--- config.mk ---
export PLATFORM = sky130hd
export DESIGN_NAME = instr_packer
export DESIGN_NICKNAME = d
export VERILOG_FILES = /design/src/rtl/riscv_pkg.sv /design/src/rtl/imm_pack.sv /design/src/rtl/instr_packer.sv
export SDC_FILE = /design/constraint.sdc
export NUM_CORES = 1
export LEC_CHECK = 0
export BUFFER_PORTS_ARGS = -buffer_cell sky130_fd_sc_hd__buf_4
export CAP_MARGIN = 5
export CORE_ASPECT_RATIO = 0.9
export CORE_UTILIZATION = 30
export CTS_BUF_LIST = sky130_fd_sc_hd__clkbuf_8
export DETAILED_ROUTE_END_ITERATION = 7
export SYNTH_ARGS = -nofsm -noshare
export SYNTH_HDL_FRONTEND = slang
export SYNTH_SLANG_ARGS = --single-unit
--- constraint.sdc ---
create_clock -name clk -period 4.97 [get_ports clk]
set_clock_uncertainty 0.05 [all_clocks]
set_input_delay 0.497 -clock clk [delete_from_list [all_inputs] [get_ports clk]]
set_output_delay 0.497 -clock clk [all_outputs]
set_load 0.02 [all_outputs]
--- src/rtl/riscv_pkg.sv ---
// Shared RV64I definitions: immediate format codes (common with the decoder
// side), packer FSM states, and a signed-range helper.
package riscv_pkg;

  localparam logic [2:0] IMM_I = 3'b000;
  localparam logic [2:0] IMM_S = 3'b001;
  localparam logic [2:0] IMM_B = 3'b010;
  localparam logic [2:0] IMM_U = 3'b011;
  localparam logic [2:0] IMM_J = 3'b100;

  typedef enum logic [1:0] {
    ST_IDLE  = 2'd0,
    ST_RUN   = 2'd1,
    ST_DRAIN = 2'd2
  } pack_state_t;

  // True when v[63:n-1] are all equal, i.e. v fits in an n-bit signed field.
  function automatic logic fits_signed(input logic [63:0] v, input int unsigned n);
    logic [63:0] s;
    s = $unsigned($signed(v) >>> (n - 1));
    return (s == 64'd0) || (s == {64{1'b1}});
  endfunction

endpackage

--- src/rtl/imm_pack.sv ---
// Combinational immediate scatter: clears the format's immediate field in the
// template, ORs in the immediate bits, and reports whether the immediate is
// representable in that format.
module imm_pack
  import riscv_pkg::*;
(
  input  logic [2:0]  imm_src,
  input  logic [31:0] template_word,
  input  logic [63:0] imm,
  output logic [31:0] packed_word,
  output logic        legal
);

  // Per-format bit placement and range check; unknown codes pass the template through.
  always_comb begin
    packed_word = template_word;
    legal       = 1'b0;
    case (imm_src)
      IMM_I: begin
        packed_word = {imm[11:0], template_word[19:0]};
        legal       = fits_signed(imm, 12);
      end
      IMM_S: begin
        packed_word = {imm[11:5], template_word[24:12], imm[4:0], template_word[6:0]};
        legal       = fits_signed(imm, 12);
      end
      IMM_B: begin
        packed_word = {imm[12], imm[10:5], template_word[24:12], imm[4:1], imm[11],
                       template_word[6:0]};
        legal       = fits_signed(imm, 13) && !imm[0];
      end
      IMM_U: begin
        packed_word = {imm[31:12], template_word[11:0]};
        legal       = fits_signed(imm, 32) && (imm[11:0] == 12'd0);
      end
      IMM_J: begin
        packed_word = {imm[20], imm[10:1], imm[11], imm[19:12], template_word[11:0]};
        legal       = fits_signed(imm, 21) && !imm[0];
      end
      default: begin
        packed_word = template_word;
        legal       = 1'b0;
      end
    endcase
  end

endmodule

--- src/rtl/instr_packer.sv ---
// Streaming instruction assembler: accepts template+immediate beats, emits
// packed 32-bit words with sequential byte addresses through a single output
// register stage, and counts words whose immediate was out of range.
module instr_packer
  import riscv_pkg::*;
#(
  parameter int ADDR_W = 64,
  parameter int ERR_W  = 8
) (
  input  logic              clk,
  input  logic              reset,
  input  logic              Start,
  input  logic [ADDR_W-1:0] BaseAddr,
  input  logic              InValid,
  output logic              InReady,
  input  logic              InLast,
  input  logic [2:0]        ImmSrc,
  input  logic [31:0]       Template,
  input  logic [63:0]       Imm,
  output logic              OutValid,
  input  logic              OutReady,
  output logic [31:0]       OutData,
  output logic [ADDR_W-1:0] OutAddr,
  output logic              OutErr,
  output logic [ERR_W-1:0]  ErrCount,
  output logic              Done
);

  pack_state_t       state_reg;
  logic              out_valid_reg;
  logic [31:0]       out_data_reg;
  logic              out_err_reg;
  logic [ADDR_W-1:0] addr_reg;
  logic [ERR_W-1:0]  err_count_reg;
  logic              done_reg;

  logic [31:0] packed_word;
  logic        legal;
  logic        out_xfer;
  logic        in_acc;

  imm_pack u_imm_pack (
    .imm_src       (ImmSrc),
    .template_word (Template),
    .imm           (Imm),
    .packed_word   (packed_word),
    .legal         (legal)
  );

  // Accept only in RUN and only when the output slot is free or emptying this cycle.
  assign InReady  = (state_reg == ST_RUN) && (!out_valid_reg || OutReady);
  assign in_acc   = InValid && InReady;
  assign out_xfer = out_valid_reg && OutReady;

  assign OutValid = out_valid_reg;
  assign OutData  = out_data_reg;
  assign OutErr   = out_err_reg;
  assign OutAddr  = addr_reg;
  assign ErrCount = err_count_reg;
  assign Done     = done_reg;

  // FSM, output register, address counter and saturating error counter.
  always_ff @(posedge clk) begin
    if (reset) begin
      state_reg     <= ST_IDLE;
      out_valid_reg <= 1'b0;
      out_data_reg  <= 32'd0;
      out_err_reg   <= 1'b0;
      addr_reg      <= '0;
      err_count_reg <= '0;
      done_reg      <= 1'b0;
    end else begin
      done_reg <= 1'b0;

      if (out_xfer) begin
        addr_reg      <= addr_reg + ADDR_W'(4);
        out_valid_reg <= 1'b0;
        if (out_err_reg && (err_count_reg != {ERR_W{1'b1}}))
          err_count_reg <= err_count_reg + ERR_W'(1);
      end

      if (in_acc) begin
        out_valid_reg <= 1'b1;
        out_data_reg  <= packed_word;
        out_err_reg   <= !legal;
      end

      case (state_reg)
        ST_IDLE: begin
          if (Start) begin
            addr_reg      <= BaseAddr;
            err_count_reg <= '0;
            state_reg     <= ST_RUN;
          end
        end
        ST_RUN: begin
          if (in_acc && InLast)
            state_reg <= ST_DRAIN;
        end
        ST_DRAIN: begin
          // Only the last word can be pending here, so its transfer ends the image.
          if (out_xfer) begin
            state_reg <= ST_IDLE;
            done_reg  <= 1'b1;
          end
        end
        default: state_reg <= ST_IDLE;
      endcase
    end
  end

endmodule

[Word-level counts from Yosys, hierarchy flattened]
Cells that the tools add are included.
Word-level totals
  register bits after elaboration: 109
  input bits: 169
Cells by class
  bitwise gates (word level): 1
  reduce and logical (&&, ||, !) cells: 27
  mux-type cells: 16
  equal/unequal tests: 14
  add/sub/neg operators: 2
Operators with widths (count)
  64-bit equality test, second input constant: 4
  64-bit zero test: 4
  64-bit 2-to-1 mux: 3
  32-bit one-hot mux with 5 select lines: 1
  64-bit by 3-bit adder with 64-bit output, second input constant: 1
  8-bit 2-to-1 mux: 4
  12-bit zero test: 1
  8-bit by 1-bit adder with 8-bit output, second input constant: 1
  1-bit logical AND: 8
  8-bit != test, second input constant: 1
  3-bit by 2-bit equality test with 1-bit output, second input constant: 2
  2-bit 2-to-1 mux: 3
  2-bit one-hot mux with 3 select lines: 1
  1-bit logical OR: 5
  2-bit != test, second input constant: 2
  1-bit one-hot mux with 4 select lines: 1
  2-bit OR reduction: 2
  3-bit by 1-bit equality test with 1-bit output, second input constant: 1
  3-bit equality test, second input constant: 1
  1-bit zero test: 3
  3-bit zero test: 1
  1-bit 2-to-1 mux: 3
  3-bit AND reduction: 1
  2-bit by 1-bit equality test with 1-bit output, second input constant: 1
  other kinds (5): 5

[Logic depth before layout (Yosys ltp)]
Gate-level depths: netlist of the first run.
  word-level depth: 7
  mapped depth: 8

[Hierarchy]
From an unflattened synthesis of the first run, not the netlist that was laid out.
Second synthesis, totals
  cells, all modules: 801
  area total of the unflattened synthesis: 6195.9 µm²
Modules (own cells, without submodules)
  instr_packer: area an instance 5051.1 µm², instances 1, cells an instance 622
  imm_pack: area an instance 1144.8 µm², instances 1, cells an instance 179

[Worst setup path after synthesis of the first run]
No wires, ideal clock.
  path type: reg2reg
  start point: register out_valid_reg (netlist: OutValid)
  end point: register out_data_reg[6] (netlist: OutData[6])
  cell stages (with the launch flop): 9
  slack: 2.554 ns
  required time: 4.849 ns
  arrival: 2.295 ns
  setup time: 0.071 ns
  clock period less this slack: 2.416 ns
  cell sequence: dfxtp_1 -> nor2b_1 -> nor3b_1 -> and2_1 -> clkbuf_1 -> buf_1 -> buf_1 -> nand2_1 -> a21oi_1
Between the ends
  longest elaborated chain between the ends: 4
Ends and longest elaborated chain
  from (decl): RTL line instr_packer.sv:30  | logic out_valid_reg;
  from (signal assigned): RTL line instr_packer.sv:66  | out_valid_reg <= 1'b0;
  from (signal assigned): RTL line instr_packer.sv:77  | out_valid_reg <= 1'b0;
  from (signal assigned): RTL line instr_packer.sv:83  | out_valid_reg <= 1'b1;
  1-bit zero test: RTL line instr_packer.sv:51  | assign InReady = (state_reg == ST_RUN) && (!out_valid_reg || OutReady);
  1-bit logical OR: RTL line instr_packer.sv:51
  1-bit logical AND: RTL line instr_packer.sv:51
  named net InReady: RTL line instr_packer.sv:15  | output logic InReady,
  1-bit logical AND: RTL line instr_packer.sv:52  | assign in_acc = InValid && InReady;
  to (signal assigned): RTL line instr_packer.sv:84  | out_data_reg <= packed_word;
  to (decl): RTL line instr_packer.sv:31  | logic [31:0] out_data_reg;
The timed path passes the listed nets, and every way through them passes these cells.
A chain may end at the register's enable or synchronous reset.

[Worst setup path after layout of the first run]
  start point: register addr_reg[24] (netlist: OutAddr[24])
  end point: register addr_reg[50] (netlist: OutAddr[50])
Between the ends
  longest elaborated chain between the ends: 4
Ends and longest elaborated chain
  from (decl): RTL line instr_packer.sv:33  | logic [ADDR_W-1:0] addr_reg;
  from (signal assigned): RTL line instr_packer.sv:76  | addr_reg <= addr_reg + ADDR_W'(4);
  from (signal assigned): RTL line instr_packer.sv:91  | addr_reg <= BaseAddr;
  64-bit by 3-bit adder with 64-bit output (*): RTL line instr_packer.sv:76
  64-bit 2-to-1 mux (*): RTL line instr_packer.sv:75  | if (out_xfer) begin
  64-bit 2-to-1 mux: RTL line instr_packer.sv:90  | if (Start) begin
  64-bit 2-to-1 mux (*): RTL line instr_packer.sv:88  | case (state_reg)
Every way passes the cells marked *; elsewhere a longest branch is shown, timed or not.

==> results of run 1 <==
## synthesized netlist by cell type (15+ instances only)
cell type / n
a211oi_1: 74
nor4_1: 18
nand2_1: 59
nand4_1: 43
xnor2_1: 15
dfxtp_1: 109
a21oi_1: 25
nand3_1: 34
xor2_1: 49
nor2_1: 107
clkbuf_1: 40
## final cells by class
class / count / area [um^2] / share of cell area
well taps: 245 / 307 / 0.0371
repair buffers: 280 / 2100 / 0.254
flip-flops and latches: 109 / 2180 / 0.264
multi-input cells: 556 / 3450 / 0.418
clock inverters: 6 / 61.3 / 0.00741
clock buffers: 10 / 138 / 0.0166
inverters: 7 / 26.3 / 0.00318
## power by group through the flow
stage | Clock, uW | Sequential, uW | Combinational, uW
3_3_place_gp | 0 | 1040 | 549
5_1_grt | 636 | 1030 | 595
6_report | 571 | 1020 | 548
3_5_place_dp | 0 | 1040 | 550
2_1_floorplan | 0 | 1100 | 197
4_1_cts | 595 | 1020 | 551
## cells in the final DEF (no fill, tap or decap), drive strengths merged, types with 3 or more instances in the layout
cell,instances
inv,10
xor2,49
and4,10
and2,6
or4,4
dfxtp,109
nor2,107
a211oi,76
or3,8
nor4,23
nor2b,7
a22o,6
mux2i,14
clkbuf,10
a21oi,25
nand4,43
nand3,34
xnor2,15
nand2,59
buf,280
nand2b,3
a22oi,6
a311oi,14
nor3,14
o21ai,9
and3,7
## logic make-up after synthesis
group,share of synthesized area
XOR/XNOR,0.0961
flip-flops,0.374
AND/OR/NAND/NOR,0.284
adder cells (fa/ha/maj),0.00429
multiplexers,0.0240
AO/OA/AOI/OAI,0.182
buffers and inverters,0.0354
## metal layers
layer	part of all wire	vias up	track usage
li1	-	3161	-
met1	0.46	2833	0.271
met2	0.45	196	0.314
met3	0.077	14	0.0609
met4	0.0095	0	0.0420
met5	0	-	0
## metrics by stage
step           hold slack, ns   util  instances  worst slack [ns]  power (uW)
6_report                0.314  0.442       1213              2.16        2140
5_1_grt                 0.282  0.442       1213              1.95        2260
4_1_cts                 0.279  0.442       1213              2.13        2170
3_5_place_dp            0.398  0.432       1197              2.15        1590
3_3_place_gp            0.392  0.432       1197              2.24        1590
2_1_floorplan           0.401      -        719              2.55        1300
## critical path, stage by stage (launching register included)
cell and delay (ns):
dfxtp_1 0.43, and4_1 0.27, and4_1 0.46, nand4_1 0.49, or4_1 0.67, xor2_1 0.17
a211oi_2 0.20
## worst paths after layout
path                                 start                       end  slack, ns  cells after the start
hold / removal                 Template[6]   OutData[6]$_SDFFE_PP0P_       0.31                      3
setup / recovery    OutAddr[24]$_SDFF_PP0_    OutAddr[50]$_SDFF_PP0_       2.16                      6
hold reg to reg   OutData[31]$_SDFFE_PP0P_  OutData[31]$_SDFFE_PP0P_       0.41                      2
setup reg to reg    OutAddr[24]$_SDFF_PP0_    OutAddr[50]$_SDFF_PP0_       2.16                      6
==> impl_metrics.csv, run 1 <==
group,metric,value,unit
logic_synthesis,ys_types,46,
die,initial_core_util,0.312,
timing,setup_viol,0,
layout,fin_area,8270,um^2
layout,area_growth,41.8,%
worst_hold_path,hold_path_class,"input port to flop",
global_routing,grt_overflow,0,
logic_synthesis,syn_area,5830,um^2
worst_setup_path,cp.arrival,3.07,ns
routing,wire_per_inst,16.6,um
global_routing,grt_max_degree,78,
pwr,seq_power_share,0.477,
timing,period_needed,2.81,ns
cts,htree_levels,3,
timing,drv_slew,0,
worst_setup_path,worstSetupStartpointType,"flop",
timing,finalHoldViolations,0,
cts,cts_buffer_depth,2,
cts,cts_root_buffer,"clkbuf_8",
routing,drcViolationCount,0,
worst_setup_path,endpoint_kind,"flop",
die,pin_count,277,
routing,vias,6204,
routing,initialDrtViolationCount,310,
placement,numPortBuffers,276,
logic_synthesis,avgSynthCellArea,8.11,um^2
cts,clk_latency,0.38,ns
timing,post-route-period-util,0.566,
logic_synthesis,synthArstFlopShare,0,
global_routing,antenna_found_initial,0,
die,die_y,134,um
layout,drive_above_1_share,0.316,
global_routing,grt_pass1_wl,31700,um
cts,cts-hold-fix-buffers,0,
placement,place_area,8070,um^2
logic_synthesis,ys.flop_type,"dfxtp_1",
layout,largest_reg_flops,64,
logic_synthesis,synth-seq-cells,109,
cts,numCtsBuffers,9,
routing,postRouteAntennaNets,0,
global_routing,grtUsageTotal,0.201,
timing,fmax,0.356,GHz
cts,cts_resized,0,
worst_setup_path,worstPathRequired,5.23,ns
logic_synthesis,yosys-top-cells-area,"dfxtp_1 (37%), a211oi_1 (9.5%), xor2_1 (7.4%), nor2_1 (6.9%), nand4_1 (4.6%)",
die,core,18700,um^2
run,maxCapViolCount,0,
die,die_area,20000,um^2
timing,rsz0062_at_grt,"no",
cts,clkTransAtPathRegs,0.11,ns
pwr,irDropWorstVdd,0.000154,V
layout,fillers,1906,
logic_synthesis,ys_seq_area_frac,0.374,
worst_setup_path,path_class,"flop to flop",
logic_synthesis,synth-edff-count,0,
logic_synthesis,syn_nets,890,
pwr,p_sw_frac,0.323,
timing,max-slew-margin-rel,0.258,
pwr,p_per_area,258,nW/um^2
layout,nets,1134,
pwr,p_int,1450,uW
logic_synthesis,yosysTopAreaCellShare,0.374,
pwr,power_leakage,0.00327,uW
die,die_w,149,um
logic_synthesis,synth_top_area_cell,"dfxtp_1",
cts,cts_tree,"built",
logic_synthesis,syn_inst,719,
worst_setup_path,path_max_fanout,12,
routing,drt-pass1-iter-count,4,
routing,routed_wl,20100,um
pwr,p_comb_frac,0.256,
pwr,switching_power,690,uW
timing,worst_pin_slew,1.11,ns
routing,via_per_inst,5.11,
placement,gp_congestion,0.818,
cts,clkSinkCount,109,
pwr,p_clk_frac,0.267,
placement,dp_hpwl,15200,um
logic_synthesis,yosysWarnings,0,
cts,cts_setup_buffers,0,
outcome,status,"complete, no violations",
timing,setup_tns,0,ns
global_routing,grt_pass1_vias,5850,
layout,n_antenna_cell,0,
die,row_count,47,
No activity file was read; power rests on OpenSTA's default activity.
==> run 2, diff against run 1 <==
==> constraint.sdc (replaced) <==
create_clock -name clk -period 2.65 [get_ports clk]
set_clock_uncertainty 0.05 [all_clocks]
set_input_delay 0.265 -clock clk [delete_from_list [all_inputs] [get_ports clk]]
set_output_delay 0.265 -clock clk [all_outputs]
set_load 0.02 [all_outputs]
==> impl_metrics.csv, run 2 (same netlist as run 1, synthesis figures left out) <==
group,metric,value,unit
timing,finalHoldWorstSlack,0.0739,ns
worst_setup_path,max_stage_delay,0.54,ns
timing,finalHoldViolations,0,
layout,final_cell_mix,"buf_4 (287), dfxtp_1 (109), nor2_1 (107)",
layout,final_util,0.448,
die,die_area,20000,um^2
cts,cts_setup_buffers,0,
timing,worst_pin_slew,0.729,ns
layout,drive_above_1_share,0.325,
global_routing,antenna_found_initial,0,
cts,cts_resized,0,
placement,gp_congestion,0.828,
global_routing,grt_max_degree,85,
cts,cts_root_buffer,"clkbuf_8",
placement,dp_hpwl,15500,um
worst_setup_path,endpoint_kind,"flop",
routing,drt-pass1-iter-count,4,
worst_setup_path,cpMaxStageDelayCell,"or4_1",
cts,clkSinkCount,109,
cts,clkTransAtPathRegs,0.10,ns
timing,setup_tns,0,ns
layout,area_growth,43.7,%
run,maxCapViolCount,0,
cts,cts_buffer_depth,2,
timing,fmax,0.410,GHz
timing,rsz0062_at_grt,"no",
pwr,power_leakage,0.00332,uW
layout,largest_reg_flops,64,
routing,drcViolationCount,0,
layout,nets,1145,
routing,vias,6323,
global_routing,grt_pass1_wl,31700,um
worst_hold_path,hold_path_class,"input port to flop",
routing,routed_wl,20200,um
die,initial_core_util,0.312,
outcome,status,"complete, no violations",
cts,clk_latency,0.38,ns
cts,htree_levels,3,
global_routing,grt_pass1_vias,6065,
layout,n_antenna_cell,0,
placement,pre_cts_ws,0.235,ns
global_routing,grt_overflow,0,
pwr,irDropWorstVdd,0.000204,V
die,row_count,47,
cts,cts-hold-fix-buffers,0,
worst_setup_path,path_max_fanout,5,
cts,numCtsBuffers,9,
layout,final_common_cell,"buf_4",
pwr,power.total,3920,uW
placement,numPortBuffers,276,
routing,wire_per_inst,16.5,um
timing,post-route-period-util,0.919,
worst_setup_path,path_cells,"ha_1 > and2_1 > nand4_1 > or3_4 > or4_1 > xor2_1 > a211oi_2",
worst_setup_path,path_class,"flop to flop",
timing,setup_viol,0,
routing,via_per_inst,5.17,
cts,cts_tree,"built",
die,die_w,149,um
die,core,18700,um^2
worst_setup_path,worstPathRequired,2.91,ns
worst_setup_path,worstSetupStartpointType,"flop",
die,pin_count,277,
routing,postRouteAntennaNets,0,
global_routing,grtUsageTotal,0.199,
timing,period_needed,2.44,ns
pwr,p_per_area,467,nW/um^2
timing,worst_slack,0.214,ns
timing,drv_slew,0,
routing,initialDrtViolationCount,330,
worst_setup_path,cp.arrival,2.70,ns
die,die_y,134,um
timing,max-slew-margin-rel,0.509,
==> run 2: path summary, 6_finish.rpt <==
| check | from | end | slack [ns] | cells after the start |
|---|---|---|---|---|
| setup reg to reg | OutAddr[3]$_SDFF_PP0_ | OutAddr[50]$_SDFF_PP0_ | 0.21 | 7 |
| hold reg to reg | OutData[6]$_SDFFE_PP0P_ | OutData[6]$_SDFFE_PP0P_ | 0.41 | 2 |
| setup / recovery | OutAddr[3]$_SDFF_PP0_ | OutAddr[50]$_SDFF_PP0_ | 0.21 | 7 |
| hold / removal | BaseAddr[1] | OutAddr[1]$_SDFFE_PP0P_ | 0.07 | 3 |
==> run 2: routing by layer <==
metal / vias to the layer above / GRT usage / part of all wire
met5: - / 0 / 0
met3: 16 / 0.0548 / 0.078
li1: 3173 / - / -
met2: 192 / 0.323 / 0.46
met1: 2942 / 0.261 / 0.45
met4: 0 / 0.0454 / 0.010
==> run 2: cell type report <==
type	instances	area, um^2
fillers	1923	10300
multi-input cells	556	3450
repair buffers	291	2230
flip-flops and latches	109	2180
well taps	245	307
clock buffers	10	138
clock inverters	6	38.8
inverters	7	26.3
==> run 2: report_power, final <==
| group | switching (uW) | total [uW] | internal, uW |
|---|---|---|---|
| Clock | 587 | 952 | 365 |
| Combinational | 560 | 1060 | 501 |
| Sequential | 136 | 1900 | 1770 |
| Total | 1280 | 3920 | 2630 |
==> run 2: worst max-delay path, delay by kind of cell, from the launching register on <==
family                   cells  cell delay [ns]
flip-flops                   1             0.42
AND/OR/NAND/NOR              4             1.31
XOR/XNOR                     1             0.17
AO/OA/AOI/OAI                1             0.20
adder cells (fa/ha/maj)      1             0.21
==> run 2: through the flow <==
step | instances | cell area [um^2]
floorplan | 719 | 5830
global placement | 1208 | 8200
detailed placement | 1208 | 8200
CTS | 1224 | 8380
global route | 1224 | 8380
finish | 1224 | 8380
==> run 3, diff against run 2 <==
--- a/config.mk
+++ b/config.mk
@@ -7,10 +7,10 @@
 export LEC_CHECK = 0
 export BUFFER_PORTS_ARGS = -buffer_cell sky130_fd_sc_hd__buf_4
 export CAP_MARGIN = 5
-export CORE_ASPECT_RATIO = 0.9
 export CORE_UTILIZATION = 30
 export CTS_BUF_LIST = sky130_fd_sc_hd__clkbuf_8
 export DETAILED_ROUTE_END_ITERATION = 7
+export SLEW_MARGIN = 30
 export SYNTH_ARGS = -nofsm -noshare
 export SYNTH_HDL_FRONTEND = slang
 export SYNTH_SLANG_ARGS = --single-unit
==> impl_metrics.csv, run 3 (same netlist as run 1, synthesis figures left out) <==
group,metric,value,unit
placement,dp_hpwl,16800,um
worst_setup_path,worstSetupStartpoint,"OutAddr[2]$_SDFF_PP0_",
worst_setup_path,path_class,"flop to flop",
placement,numPortBuffers,276,
routing,wire_per_inst,17.4,um
timing,setup_tns,0,ns
global_routing,grt_max_degree,69,
global_routing,grt_pass1_wl,33100,um
timing,setup_viol,0,
global_routing,grt_overflow,0,
placement,gp_congestion,0.881,
die,pin_count,277,
timing,fmax,0.407,GHz
cts,cts_buffer_depth,2,
timing,period_needed,2.46,ns
worst_setup_path,endpoint_kind,"flop",
timing,worst_pin_slew,0.733,ns
layout,area_growth,44.0,%
routing,routed_wl,21600,um
worst_setup_path,worstSetupStartpointType,"flop",
worst_setup_path,cpMaxStageDelayCell,"or4_1",
cts,cts_setup_buffers,0,
cts,clkTransAtPathRegs,0.11,ns
timing,drv_slew,0,
die,row_count,50,
worst_setup_path,timing.rr.start,"OutAddr[2]$_SDFF_PP0_",
global_routing,grt_pass1_vias,6099,
routing,postRouteAntennaNets,0,
timing,finalHoldViolations,0,
cts,cts-hold-fix-buffers,0,
worst_setup_path,cp_top_family,"simple AND/OR/NAND/NOR gates",
die,die_area,20000,um^2
die,initial_core_util,0.309,
cts,numCtsBuffers,9,
layout,nets,1143,
pwr,irDropWorstVdd,0.000257,V
worst_setup_path,cp.arrival,2.73,ns
layout,final_util,0.444,
cts,clk_latency,0.39,ns
worst_setup_path,worstPathRequired,2.92,ns
global_routing,grtUsageTotal,0.215,
cts,cts_resized,0,
layout,final_cell_mix,"buf_4 (286), dfxtp_1 (109), nor2_1 (107)",
worst_setup_path,path_max_fanout,5,
cts,cts_root_buffer,"clkbuf_8",
worst_hold_path,hold_path_class,"input port to flop",
routing,initialDrtViolationCount,286,
outcome,status,"complete, no violations",
timing,post-route-period-util,0.927,
global_routing,antenna_found_initial,1,
run,maxCapViolCount,0,
die,die_w,141,um
timing,rsz0062_at_grt,"no",
worst_setup_path,max_stage_delay,0.56,ns
cts,cts_tree,"built",
layout,drive_above_1_share,0.323,
die,die_y,141,um
pwr,power.total,4050,uW
routing,drt-pass1-iter-count,5,
layout,final_common_cell,"buf_4",
worst_setup_path,path_cells,"ha_1 > and2_1 > nand4_1 > or3_4 > or4_1 > xor2_1 > a211oi_2",
layout,largest_reg_flops,64,
die,core,18900,um^2
timing,max-slew-margin-rel,0.510,
worst_setup_path,critPathBufInv,0,
pwr,power_leakage,0.00332,uW
routing,via_per_inst,5.14,
worst_hold_path,min_from,"Template[5]",
pwr,p_per_area,483,nW/um^2
routing,vias,6368,
routing,drcViolationCount,0,
layout,fillers,1945,
cts,clkSinkCount,109,
cts,htree_levels,3,
run 3: metal layers:
metal	wire length, um	up-vias	global-route usage
li1	-	3171	-
met1	8790	2906	0.256
met2	10600	258	0.372
met3	1690	33	0.0564
met4	518	0	0.0741
met5	0	-	0
run 3: area by class of cell:
class,instances,area [um^2],share of cell area
multi-input cells,556,3460,0.412
repair buffers,289,2210,0.263
flip-flops and latches,109,2180,0.260
well taps,260,325,0.0387
clock buffers,9,124,0.0148
clock inverters,7,73.8,0.00879
inverters,7,26.3,0.00313
diodes,1,2.50,0.000298
run 3: stage by stage:
step | setup slack [ns] | std cells | cell area, um^2 | hold WS [ns]
floorplan | 0.234 | 719 | 5830 | 0.351
global placement | 0.280 | 1221 | 8200 | 0.392
detailed placement | 0.238 | 1221 | 8200 | 0.399
CTS | 0.199 | 1237 | 8390 | 0.0430
global route | 0.0715 | 1238 | 8400 | 0.0416
finish | 0.194 | 1238 | 8400 | 0.0585
run 3: report_power, final:
part           switching (uW)  internal [uW]  total [uW]
Combinational             564            499        1060
Sequential                146           1770        1910
Clock                     633            443        1080
run 3: worst reg2reg max path, delay by kind of cell (launching register included):
| kind | cells | cell delay (ns) |
|---|---|---|
| AO/OA/AOI/OAI | 1 | 0.20 |
| flip-flops | 1 | 0.44 |
| XOR/XNOR | 1 | 0.17 |
| adder cells (fa/ha/maj) | 1 | 0.21 |
| AND/OR/NAND/NOR | 4 | 1.32 |
run 3: path summary, 6_finish.rpt:
path,slack (ns),endpoint,depth (start not counted)
setup / recovery,0.19,OutAddr[50]$_SDFF_PP0_,7
hold / removal,0.06,OutData[5]$_SDFFE_PP0P_,3
setup reg to reg,0.19,OutAddr[50]$_SDFF_PP0_,7
hold reg to reg,0.41,OutAddr[1]$_SDFFE_PP0P_,2
